--- src/rtl/bus_master_if.sv ---
// Single-transfer bus initiator: turns one CPU load/store into one bus cycle,
// decodes the top address nibble into a one-hot slave select, waits for the
// slave ack (or aborts on timeout), then reports data/error for one cycle.
//
// Handshake: the CPU holds cpu_req_i high; the request is accepted on the
// rising edge where the FSM is IDLE and cpu_req_i=1. cpu_stall_o is high while
// the request is pending or in flight. Completion is the one-cycle cpu_done_o
// pulse, with cpu_err_o/cpu_data_o qualified by it. On the bus side a cycle is
// active while bus_select_o is nonzero; the slave completes it with a
// one-cycle bus_ack_i, which is ignored when no cycle is active.
module bus_master_if #(
    parameter int DATA_W  = 32,
    parameter int ADDR_W  = 32,
    parameter int SEL_W   = 16,
    parameter int TIMEOUT = 255
) (
    input  logic              clk,
    input  logic              rst_n,
    input  logic              cpu_req_i,
    input  logic              cpu_we_i,
    input  logic [ADDR_W-1:0] cpu_addr_i,
    input  logic [DATA_W-1:0] cpu_data_i,
    output logic [DATA_W-1:0] cpu_data_o,
    output logic              cpu_done_o,
    output logic              cpu_err_o,
    output logic              cpu_stall_o,
    output logic [ADDR_W-1:0] bus_addr_o,
    output logic [DATA_W-1:0] bus_data_o,
    output logic              bus_we_o,
    output logic [SEL_W-1:0]  bus_select_o,
    input  logic [DATA_W-1:0] bus_data_i,
    input  logic              bus_ack_i,
    output logic [1:0]        dbg_state_o
);

    typedef enum logic [1:0] {
        S_IDLE = 2'd0,
        S_WAIT = 2'd1,
        S_RESP = 2'd2
    } state_t;

    // Last WAIT count before the transfer is abandoned.
    localparam logic [7:0] CNT_LAST = 8'(TIMEOUT - 1);

    state_t            state_q, state_d;
    logic [7:0]        cnt_q, cnt_d;
    logic [ADDR_W-1:0] addr_q, addr_d;
    logic [DATA_W-1:0] wdata_q, wdata_d;
    logic              we_q, we_d;
    logic [SEL_W-1:0]  sel_q, sel_d;
    logic [DATA_W-1:0] rdata_q, rdata_d;
    logic              err_q, err_d;
    logic [3:0]        idx;

    // State and bus-side registers; reset drops the bus cycle immediately.
    always_ff @(posedge clk or negedge rst_n) begin
        if (!rst_n) begin
            state_q <= S_IDLE;
            cnt_q   <= '0;
            addr_q  <= '0;
            wdata_q <= '0;
            we_q    <= 1'b0;
            sel_q   <= '0;
            rdata_q <= '0;
            err_q   <= 1'b0;
        end else begin
            state_q <= state_d;
            cnt_q   <= cnt_d;
            addr_q  <= addr_d;
            wdata_q <= wdata_d;
            we_q    <= we_d;
            sel_q   <= sel_d;
            rdata_q <= rdata_d;
            err_q   <= err_d;
        end
    end

    // Next-state logic: decode in IDLE, ack/timeout in WAIT, single-cycle RESP.
    always_comb begin
        state_d = state_q;
        cnt_d   = cnt_q;
        addr_d  = addr_q;
        wdata_d = wdata_q;
        we_d    = we_q;
        sel_d   = sel_q;
        rdata_d = rdata_q;
        err_d   = err_q;
        idx     = cpu_addr_i[ADDR_W-1 -: 4];

        unique case (state_q)
            S_IDLE: begin
                if (cpu_req_i) begin
                    rdata_d = '0;
                    if (!idx[3]) begin
                        addr_d  = cpu_addr_i;
                        wdata_d = cpu_data_i;
                        we_d    = cpu_we_i;
                        sel_d   = SEL_W'(1) << idx[2:0];
                        cnt_d   = '0;
                        err_d   = 1'b0;
                        state_d = S_WAIT;
                    end else begin
                        // Unmapped slave: no bus cycle, report error at once.
                        err_d   = 1'b1;
                        state_d = S_RESP;
                    end
                end
            end
            S_WAIT: begin
                cnt_d = cnt_q + 8'd1;
                if (bus_ack_i) begin
                    // Ack has priority over a timeout landing on the same cycle.
                    rdata_d = we_q ? '0 : bus_data_i;
                    err_d   = 1'b0;
                    sel_d   = '0;
                    we_d    = 1'b0;
                    state_d = S_RESP;
                end else if (cnt_q == CNT_LAST) begin
                    rdata_d = '0;
                    err_d   = 1'b1;
                    sel_d   = '0;
                    we_d    = 1'b0;
                    state_d = S_RESP;
                end
            end
            S_RESP: begin
                state_d = S_IDLE;
            end
            default: begin
                state_d = S_IDLE;
            end
        endcase
    end

    assign bus_addr_o   = addr_q;
    assign bus_data_o   = wdata_q;
    assign bus_we_o     = we_q;
    assign bus_select_o = sel_q;

    assign cpu_done_o  = (state_q == S_RESP);
    assign cpu_err_o   = (state_q == S_RESP) ? err_q : 1'b0;
    assign cpu_data_o  = (state_q == S_RESP) ? rdata_q : '0;
    assign cpu_stall_o = (state_q == S_WAIT) | ((state_q == S_IDLE) & cpu_req_i);
    assign dbg_state_o = state_q;

endmodule

--- config.mk ---
export PLATFORM = sky130hd
export DESIGN_NAME = bus_master_if
export DESIGN_NICKNAME = d
export VERILOG_FILES = /design/src/rtl/bus_master_if.sv
export SDC_FILE = /design/constraint.sdc
export NUM_CORES = 1
export LEC_CHECK = 0
export ABC_CLOCK_PERIOD_IN_PS = 1750
export BUFFER_PORTS_ARGS = -buffer_cell sky130_fd_sc_hd__buf_2
export CAP_MARGIN = 0
export CORE_AREA = 2 2 116 96
export DETAILED_ROUTE_END_ITERATION = 6
export DIE_AREA = 0 0 118 98
export GPL_TIMING_DRIVEN = 0
export PLACE_DENSITY = 0.79
export SYNTH_ARGS = -nofsm -noshare
export SYNTH_HDL_FRONTEND = slang
export SYNTH_SLANG_ARGS = --single-unit
--- constraint.sdc ---
create_clock -name clk -period 1.75 [get_ports clk]
set_clock_uncertainty 0.05 [all_clocks]
set_input_delay 0.35 -clock clk [delete_from_list [all_inputs] [get_ports clk]]
set_output_delay 0.35 -clock clk [all_outputs]
set_load 0.02 [all_outputs]
Yosys cells after proc, flatten, opt, wreduce, memory -nomap -nowiden --
Index checks and enable logic that the tools add are counted.
Word-level totals: bits of input ports 101, register bits 123, output and inout bits 118
Operators by class: mux-type cells 30, bitwise operators 3, shifts and indexed selects 1, add/subtract/negate cells 1, equal/unequal tests 6, reductions and logical operators 7
Operators by type and width (count):
- 2-to-1 mux 32 bit | 5
- 2-to-1 mux 16 bit | 4
- one-hot mux 32 bit (2 select lines) | 1
- one-hot mux 16 bit (2 select lines) | 1
- 2-to-1 mux 8 bit | 2
- one-hot mux 8 bit (2 select lines) | 1
- left shift 1 x 3 -> 16 bit (first input constant) | 1
- 2-to-1 mux 1 bit | 9
- AND reduction 3 bit | 3
- adder 8 x 1 -> 8 bit (second input constant) | 1
- equality test 8 bit (second input constant) | 1
- 2-to-1 mux 2 bit | 4
- inequality test 2 bit (second input constant) | 2
- one-hot mux 1 bit (2 select lines) | 2
- one-hot mux 2 bit (2 select lines) | 1
- AND reduction 4 bit | 1
- inequality test 3 bit (second input constant) | 1
- equality test 2 x 1 -> 1 bit (second input constant) | 1
- equality test 2 bit (second input constant) | 1
- logical NOT 2 bit | 1
- AND reduction 2 bit | 1
- nonzero test 2 bit | 1
- bitwise AND 1 bit | 1
- inverter 1 bit | 1
- OR 1 bit | 1

Longest topological paths before layout --
Gate-level depths: netlist of the first run.
depth in word-level cells 4, mapped depth 7, depth with buffers taken out 6

Least setup slack after synthesis of the first run --
No wires, ideal clock.
path type register to output, from register state_q[0], in the netlist dbg_state_o[0], to output port cpu_data_o[22], stages on the path, launching flop included 5, setup slack -0.175 ns, arrival 1.525 ns, cells stage by stage dfrtp_1 buf_4 nor2b_1 clkbuf_1 and2_1
Between the ends: cells in the longest elaborated chain, start to end 2
Ends and longest elaborated chain:
- start: declaration | line 45 | state_t state_q, state_d;
- start signal: assignment | line 67 | state_q <= state_d;
- equality test 2 bit
- net cpu_done_o | line 24 | output logic cpu_done_o,
- 2-to-1 mux 32 bit | line 142 | assign cpu_data_o = (state_q == S_RESP) ? rdata_q : '0;
- end: declaration | line 23 | output logic [DATA_W-1:0] cpu_data_o,
The timed path passes the listed nets, and every way through them passes these cells.

Worst setup path after layout of the first run --
from register state_q[1], in the netlist dbg_state_o[1], to output port cpu_data_o[24]
Between the ends: cells in the longest elaborated chain, start to end 2
Ends and longest elaborated chain (line):
- equality test 2 bit | 142
- 2-to-1 mux 32 bit | 142
Every way passes these cells.

==> results of run 1 <==
==> synthesized netlist by cell type <==
master     instances  area (um2)
a22o_2            22         220
ha_1               2        25.0
and4_1             1        8.76
nand2_1          193         724
buf_4             11        82.6
o21ai_0            9        45.0
nor2b_1            2        12.5
nand2b_4           1        13.8
nor3b_4            1        18.8
nand2b_1           2        12.5
and2_1            34         213
a211o_2            1        10.0
xor2_1             4        35.0
buf_6              5        56.3
o31ai_1            1        7.51
nor2_1            10        37.5
nand3_1            2        10.0
nor3_1             1        5.00
dfrtp_1          115        2880
o211ai_1           1        7.51
a21oi_1            4        20.0
a32o_1             4        40.0
o2111ai_1          1        8.76
inv_1              4        15.0
o2bb2ai_1          3        26.3
and3_1             1        6.26
nand2_4            1        11.3
o21bai_1           1        7.51
and3_2             1        7.51
buf_2             13        65.1
clkbuf_1           6        22.5
a22o_1            12         105
nor2b_2            1        8.76
conb_1             1        3.75
and4b_1            1        10.0
==> final timing paths <==
kind / start / endpoint / depth (start not counted)
min in group clk: cpu_data_i[26] / bus_data_o[26] / 3
max reg2reg: cnt_q[0] / rdata_q[27] / 7
max: dbg_state_o[1] / cpu_data_o[24] / 5
min reg2reg: bus_addr_o[3] / bus_addr_o[3] / 2
max in group asynchronous: rst_n / cnt_q[0] / 2
min: rst_n / rdata_q[4] / 1
==> power breakdown <==
part	leakage, nW	total, W	switching [W]	internal [W]
clock network	0.296	0.00351	0.00110	0.00241
logic	2.21	0.00324	0.00196	0.00128
registers	1.49	0.00379	0.000412	0.00338
total	4.00	0.0105	0.00347	0.00707
==> logic make-up after synthesis <==
kind of cell	Yosys count	synth area share, %
other cells	1	0.0784
fa+ha+maj	2	0.523
simple gates	252	23.0
xor+xnor	4	0.733
buf+inv	39	5.05
compound gates	59	10.4
flops	115	60.2
==> final cells by class <==
type / count / share of cell area (%)
Tap cell: 144 / 2.52
Clock inverter: 4 / 1.33
Inverter: 4 / 0.210
Buffer: 34 / 3.90
Timing Repair Buffer: 220 / 19.5
Sequential cell: 115 / 40.2
Clock buffer: 26 / 7.12
Multi-Input combinational cell: 327 / 25.1
==> what timing repair did <==
item | CTS | global route
setup endpoints to repair | 35 | 123
pin swaps | 28 | 1
endpoints found under the hold margin | 0 | 0
resized for setup | 116 | 19
buffers inserted | 3 | 4
gates cloned | 4 | 0
==> metrics by stage <==
step	worst slack [ns]	instance area [um2]	std cells
3_3_place_gp	-1.03	6050	833
6_report	-0.132	7150	874
5_1_grt	-0.173	7150	874
4_1_cts	-0.262	7090	871
3_5_place_dp	-0.108	6080	834
2_1_floorplan	0.0769	4820	480
==> sequential cells by signal, summed over array words and instances, names as in the netlist <==
signal,cells
bus_data_o,32
rdata_q,32
bus_addr_o,31
bus_select_o,8
cnt_q,8
dbg_state_o,2
bus_we_o,1
err_q,1
==> metal layers <==
layer  up-vias  GRT usage (%)
met2       169           41.3
li1       2003              -
met5         -              0
met1      2016           27.6
met4         0           7.97
met3        20           5.14
==> impl_metrics.yaml, run 1 <==
status:
  run_status: "complete, but fails checks"
  violations: "negative setup slack"
cells_and_area:
  final_cell_mix: "nand2_1, buf_2, dfrtp_1, buf_6, and2_4"
  fin_util_pct: 68.1
  multi_input_area_mm2: 0.00180
  nFillCells: 780
  drive_gt1_share_pct: 47.0
  fin_nets: 822
  seq_area_mm2: 0.00288
  area_growth_pct: 49.6
  num_antenna_cells: 0
  final_common_cell: "nand2_1"
detailed_routing:
  num_vias: 4208
  drt_first_pass_iters: 4
  met1_length_mm: 5.42
  routed_wl_mm: 13.2
  drc_errors: 0
  vias_per_cell: 4.81
  wl_per_cell_um: 15.2
  maxUsedRoutingLayer: "met4"
  dr_wl_met2_mm: 6.89
  routed-wl-met3_um: 685
  drtAntennaViolNets: 0
  drt_iter0_markers: 276
clock_network:
  path_clk_slew_ns: 0.05
  cts_buffers: 17
  cts_tree: "done"
  cts.sinks: 115
  clk_path_buf_depth: 2
  cts_hold_buf: 0
  cts.htree.levels: 4
  clock_latency_ns: 0.40
  cts_root_buf: "clkbuf_16"
timing:
  maxSlewHeadroom_pct: 40.8
  period_minus_slack_ns: 1.88
  fin_crit_sh_pct: 108
  setup_slack_ns: -0.132
  slew_viol_final: 0
  rsz0062_at_grt: "yes"
  timing.hold.ws_ns: 0.0234
  max_clock_freq_mhz: 531
  finalSetupTns_ns: -3.76
  hold_viol: 0
  setup_viol: 35
  tightest_slew_ns: 0.888
yosys:
  seq_area_frac_synth_pct: 60.2
  yosysUniqueCellTypes: 35
  syn_avg_cell_area_um2: 10.1
  syn_inst: 472
  yosys_warnings: 0
  syn_area_mm2: 0.00478
  ys_seq_elements: 115
worst_setup_path:
  cp-end-kind: "primary output"
  slowest_stage: "dfrtp_2"
  arrival_ns: 1.48
  crit_buf_inv: 3
  worstPathRequired_ns: 1.35
  r2r_slack_ns: 0.06
  crit_fanout: 6
  cpPeakStageDelay_ns: 0.41
  worst_setup_path_start_kind: "flop"
  crit_type: "reg -> out"
  crit_family: "flip-flops"
  crit_chain: "nor2b_4 -> buf_12 -> buf_8 -> and2_4 -> buf_6"
floorplanning:
  num_rows: 34
  pin_count: 219
  fp.dieH_um: 98
  dieWidth_um: 118
  initial_core_util_pct: 45.5
  core_mm2: 0.0105
  dieArea_mm2: 0.0116
place:
  dp_hpwl_mm: 8.92
  gp_congestion: 0.841
  portBuffers: 209
global_routing:
  grt_usage_pct: 23.1
  grt_first_pass_wirelength_mm: 21.1
  antenna_found_initial: 0
  grt_max_degree: 71
  grt_pass1_vias: 4390
  overflow: 0
worst_hold_path:
  holdCritPathClass: "in -> async"
power_and_ir_drop:
  power.density_mw_per_mm2: 1470
  ir_drop_v: 0.000680
  total_leakage_power_nw: 4.00
  total_power_w: 0.0105
run:
  cap_viol_max_count: 0
Note: power is estimated with default switching activity, not from simulation.
==> run 2, diff against run 1 <==
SETUP_SLACK_MARGIN = 0.02   (was default)
==> run 2 against run 1 <==
Net effect: the run still ends with negative setup slack left; highest routed layer unchanged; cell count increased by 0.11%; via count is 0.50% higher; non-clock buffer count is 1 higher; first-iteration DRC count down 6.5%; sequential share of layout area is 0.13 points lower.
==> impl_metrics.yaml, run 2 (same netlist as run 1, synthesis figures left out) <==
timing:
  slew_viol_final: 0
  timing.hold.ws_ns: 0.0248
  setup_slack_ns: -0.143
  period_minus_slack_ns: 1.89
  rsz0062_at_grt: "yes"
  fin_crit_sh_pct: 108
  hold_viol: 0
  max_clock_freq_mhz: 528
  setup_viol: 35
  maxSlewHeadroom_pct: 40.8
  tightest_slew_ns: 0.888
cells_and_area:
  stdcell_area_mm2: 0.00718
  area_growth_pct: 50.1
  multi_input_area_mm2: 0.00181
  final_common_cell: "nand2_1"
  drive_gt1_share_pct: 47.2
  num_antenna_cells: 0
  seq_area_mm2: 0.00288
  fin_nets: 823
  final_cell_mix: "nand2_1, buf_2, dfrtp_1, buf_6, and2_4"
  nFillCells: 773
worst_setup_path:
  cp-end-kind: "primary output"
  worst_setup_path_start_kind: "flop"
  arrival_ns: 1.49
  r2r_slack_ns: 0.08
  worstReg2RegStart: "cnt_q[0]"
  crit_fanout: 6
  crit_type: "reg -> out"
  critPathCapture: "cpu_data_o[28]"
  worstPathRequired_ns: 1.35
  startpoint: "dbg_state_o[0]"
  r2r_end: "bus_select_o[7]"
  rr_worst_depth: 7
global_routing:
  grt_first_pass_wirelength_mm: 21.1
  grt_max_degree: 71
  grt_usage_pct: 23.1
  antenna_found_initial: 0
  overflow: 0
  grt_pass1_vias: 4386
clock_network:
  cts_root_buf: "clkbuf_16"
  cts_tree: "done"
  cts.htree.levels: 4
  clock_latency_ns: 0.40
  path_clk_slew_ns: 0.05
  clk_path_buf_depth: 2
  cts_hold_buf: 0
  cts_buffers: 17
  cts.sinks: 115
place:
  gp_congestion: 0.841
  portBuffers: 209
  dp_hpwl_mm: 8.92
  place_area_mm2: 0.00608
power_and_ir_drop:
  total_leakage_power_nw: 4.01
  ir_drop_v: 0.000680
  total_power_w: 0.0106
  power.density_mw_per_mm2: 1470
detailed_routing:
  drt_iter0_markers: 258
  num_vias: 4229
  routed_wl_mm: 13.2
  drt_first_pass_iters: 4
  wl_per_cell_um: 15.1
  vias_per_cell: 4.83
  drtAntennaViolNets: 0
  drc_errors: 0
run:
  cap_viol_max_count: 0
floorplanning:
  fp.dieH_um: 98
  dieArea_mm2: 0.0116
  core_mm2: 0.0105
  initial_core_util_pct: 45.5
  dieWidth_um: 118
  num_rows: 34
  pin_count: 219
status:
  violations: "negative setup slack"
  run_status: "complete, but fails checks"
worst_hold_path:
  holdCritPathClass: "in -> async"
run 2: area by class of cell:
type	count	area share [%]
flip-flops and latches	115	40.1
inverters	4	0.209
plain buffers	34	3.97
well taps	144	2.51
repair buffers	221	19.6
clock inverters	4	1.32
multi-input cells	327	25.2
clock buffers	26	7.10
run 2: metal layers:
metal	wire [um]	track usage, %
met5	0	0
met3	732	5.14
met2	6860	41.3
met4	235	7.97
met1	5400	27.6
run 2: per-stage QoR:
stage	setup TNS, ns	std cells	setup WS, ns	util (%)
2_1_floorplan	0	480	0.0769	-
3_3_place_gp	-118.61	833	-1.03	57.5
3_5_place_dp	-1.64	834	-0.108	57.8
4_1_cts	-8.05	871	-0.262	67.6
5_1_grt	-5.40	875	-0.171	68.3
6_report	-4.19	875	-0.143	68.3
run 2: timing repair:
item	4_1_cts	5_1_grt
setup endpoints to repair	35	125
pin swaps	28	1
gates cloned	4	0
setup buffers	3	5
resized for setup	119	19
run 2: worst max-delay path, stage by stage, from the launching register on:
cell and delay [ns]:
dfrtp_1 0.42, nor2b_4 0.15, buf_12 0.15, buf_8 0.12, and2_4 0.14, buf_6 0.11
run 2: worst min-delay path by stage:
stage                   start              to  slack [ns]
2_1_floorplan           rst_n   bus_addr_o[0]       0.004
3_3_place_gp   bus_addr_o[26]  bus_addr_o[26]        0.40
3_5_place_dp   bus_addr_o[24]  bus_addr_o[24]        0.41
4_1_cts                 rst_n      rdata_q[4]        0.06
5_1_grt                 rst_n      rdata_q[3]        0.09
6_report                rst_n      rdata_q[4]        0.02
run 2: power breakdown:
| group | total (W) | switching (W) | internal [W] |
|---|---|---|---|
| logic | 0.00326 | 0.00197 | 0.00129 |
| registers | 0.00379 | 0.000411 | 0.00338 |
| clock network | 0.00351 | 0.00110 | 0.00241 |
==> run 3, diff against run 2 <==
CORE_AREA = 2 2 89 125   (was 2 2 116 96)
DIE_AREA = 0 0 91 127   (was 0 0 118 98)
PLACE_DENSITY = 0.78   (was 0.79)
==> run 3 against run 2 <==
Net effect: first-iteration DRC count fell by 32%; non-clock buffer count is 7 higher; sequential power is essentially flat; sequential cell count unchanged; fmax decreased by 1.0%; cell count grew 0.34%; hold slack improved by 0.059 ns; die area hardly changed; via count up 1.6%; clock-buffer cell count is 6 lower; the run still ends with negative setup slack left; routed wire length increased by 7.3%; cell area up 3.0%; critical endpoint is now cpu_data_o[13].
==> impl_metrics.yaml, run 3 (same netlist as run 1, synthesis figures left out) <==
global_routing:
  grt_pass1_vias: 4513
  antenna_found_initial: 0
  grt_usage_pct: 23.8
  grt_max_degree: 61
  grt_first_pass_wirelength_mm: 21.9
  overflow: 0
worst_setup_path:
  worstReg2RegStart: "dbg_state_o[1]"
  arrival_ns: 1.51
  worst_setup_path_start_kind: "flop"
  crit_type: "reg -> out"
  r2r_end: "rdata_q[21]"
  r2r_slack_ns: -0.08
  crit_fanout: 6
  cp-end-kind: "primary output"
  rr_worst_depth: 8
  worstPathRequired_ns: 1.35
clock_network:
  cts.sinks: 115
  cts.htree.levels: 4
  cts_buffers: 17
  cts_tree: "done"
  clk_path_buf_depth: 2
  path_clk_slew_ns: 0.05
  clock_latency_ns: 0.40
  cts_root_buf: "clkbuf_16"
timing:
  period_minus_slack_ns: 1.91
  setup_slack_ns: -0.162
  rsz0062_at_grt: "yes"
  finalSetupTns_ns: -5.75
  timing.hold.ws_ns: 0.0841
  max_clock_freq_mhz: 523
  fin_crit_sh_pct: 109
  tightest_slew_ns: 0.721
  hold_viol: 0
  slew_viol_final: 0
  setup_viol: 56
  maxSlewHeadroom_pct: 51.9
cells_and_area:
  nFillCells: 768
  seq_area_mm2: 0.00288
  area_growth_pct: 54.6
  final_cells: 878
  multi_input_area_mm2: 0.00185
  final_cell_mix: "nand2_1, buf_2, dfrtp_1, buf_6, and2_4"
  fin_nets: 830
  final_common_cell: "nand2_1"
  drive_gt1_share_pct: 48.8
  num_antenna_cells: 0
detailed_routing:
  drt_first_pass_iters: 4
  routed_wl_mm: 14.2
  wl_per_cell_um: 16.2
  drtAntennaViolNets: 0
  drc_errors: 0
  vias_per_cell: 4.89
  drt_iter0_markers: 175
  num_vias: 4295
worst_hold_path:
  worst_hold_path.endpoint: "bus_data_o[15]"
  min-delay-start: "cpu_data_i[15]"
  holdCritPathClass: "in -> reg"
  min_path_cells: 3
place:
  place_inst: 828
  gp_congestion: 0.830
  dp_hpwl_mm: 9.01
  place_ws_ns: -0.150
  portBuffers: 209
floorplanning:
  pin_count: 219
  initial_core_util_pct: 46.2
  core_mm2: 0.0103
  dieWidth_um: 91
  dieArea_mm2: 0.0116
  num_rows: 44
  fp.dieH_um: 127
status:
  run_status: "complete, but fails checks"
  violations: "negative setup slack"
power_and_ir_drop:
  ir_drop_v: 0.000812
  total_leakage_power_nw: 4.10
  power.density_mw_per_mm2: 1490
run:
  cap_viol_max_count: 0
[run 3: cell types whose count changed in the layout (fill, tap and decap cells not counted), moves of 2 or more]
cell / change
clkinvlp_4: +4
clkbuf_1: -4
bufinv_16: +2
nor2_4: +2
clkinv_4: +2
a22o_4: +2
buf_4: -6
buf_6: +12
a22o_2: -2
clkbuf_8: -2
[run 3: worst max-delay path, stage by stage, from the launching register on]
cell and delay [ns]:
dfrtp_2 0.44, nor2b_4 0.15, buf_12 0.15, buf_8 0.11, and2_4 0.14, buf_6 0.11
[run 3: area by class of cell]
type                            count  area share (%)
Buffer                             34            4.10
Clock buffer                       20            6.31
Clock inverter                     12            2.74
Inverter                            4           0.203
Multi-Input combinational cell    327            25.0
Sequential cell                   115            39.0
Tap cell                          138            2.34
Timing Repair Buffer              228            20.4
[run 3: worst max-delay path by stage]
stage | startpoint | end | slack [ns] | cells after the start
after floorplan | dbg_state_o[0] | cpu_data_o[22] | 0.08 | 4
after global placement | rst_n | bus_data_o[3] | -0.99 | 1
after detailed placement | dbg_state_o[1] | cpu_data_o[11] | -0.15 | 4
after CTS | dbg_state_o[0] | cpu_data_o[11] | -0.29 | 5
after global routing | dbg_state_o[0] | cpu_data_o[5] | -0.22 | 5
final | dbg_state_o[0] | cpu_data_o[13] | -0.16 | 5
[run 3: repair_timing]
item	in CTS	in global routing
resized for setup	120	42
endpoints found under the hold margin	55	0
buffers inserted	6	6
hold buffers	1	0
endpoints found under the setup margin	35	125
pin swaps	24	15
gates cloned	4	2
[run 3: per-stage QoR]
| stage | util (%) | total power [W] | area (um2) |
|---|---|---|---|
| 2_1_floorplan | - | 0.00557 | 4820 |
| 6_report | 71.4 | 0.0110 | 7390 |
| 3_5_place_dp | 58.6 | 0.00673 | 6070 |
| 3_3_place_gp | 58.3 | 0.00662 | 6040 |
| 5_1_grt | 71.4 | 0.0116 | 7390 |
| 4_1_cts | 69.5 | 0.0109 | 7200 |
[run 3: power by group]
part | internal (W) | total [W] | switching [W]
Sequential | 0.00338 | 0.00380 | 0.000424
Combinational | 0.00137 | 0.00338 | 0.00201
Clock | 0.00264 | 0.00383 | 0.00119
Total | 0.00739 | 0.0110 | 0.00362
[run 3: routing by layer]
| layer | share of wire, % | vias up | global-route usage, % |
|---|---|---|---|
| met4 | 2.1 | 0 | 8.82 |
| met3 | 6.1 | 24 | 6.07 |
| li1 | - | 2032 | - |
| met2 | 54 | 178 | 42.2 |
| met1 | 38 | 2061 | 27.9 |
| met5 | 0 | - | 0 |
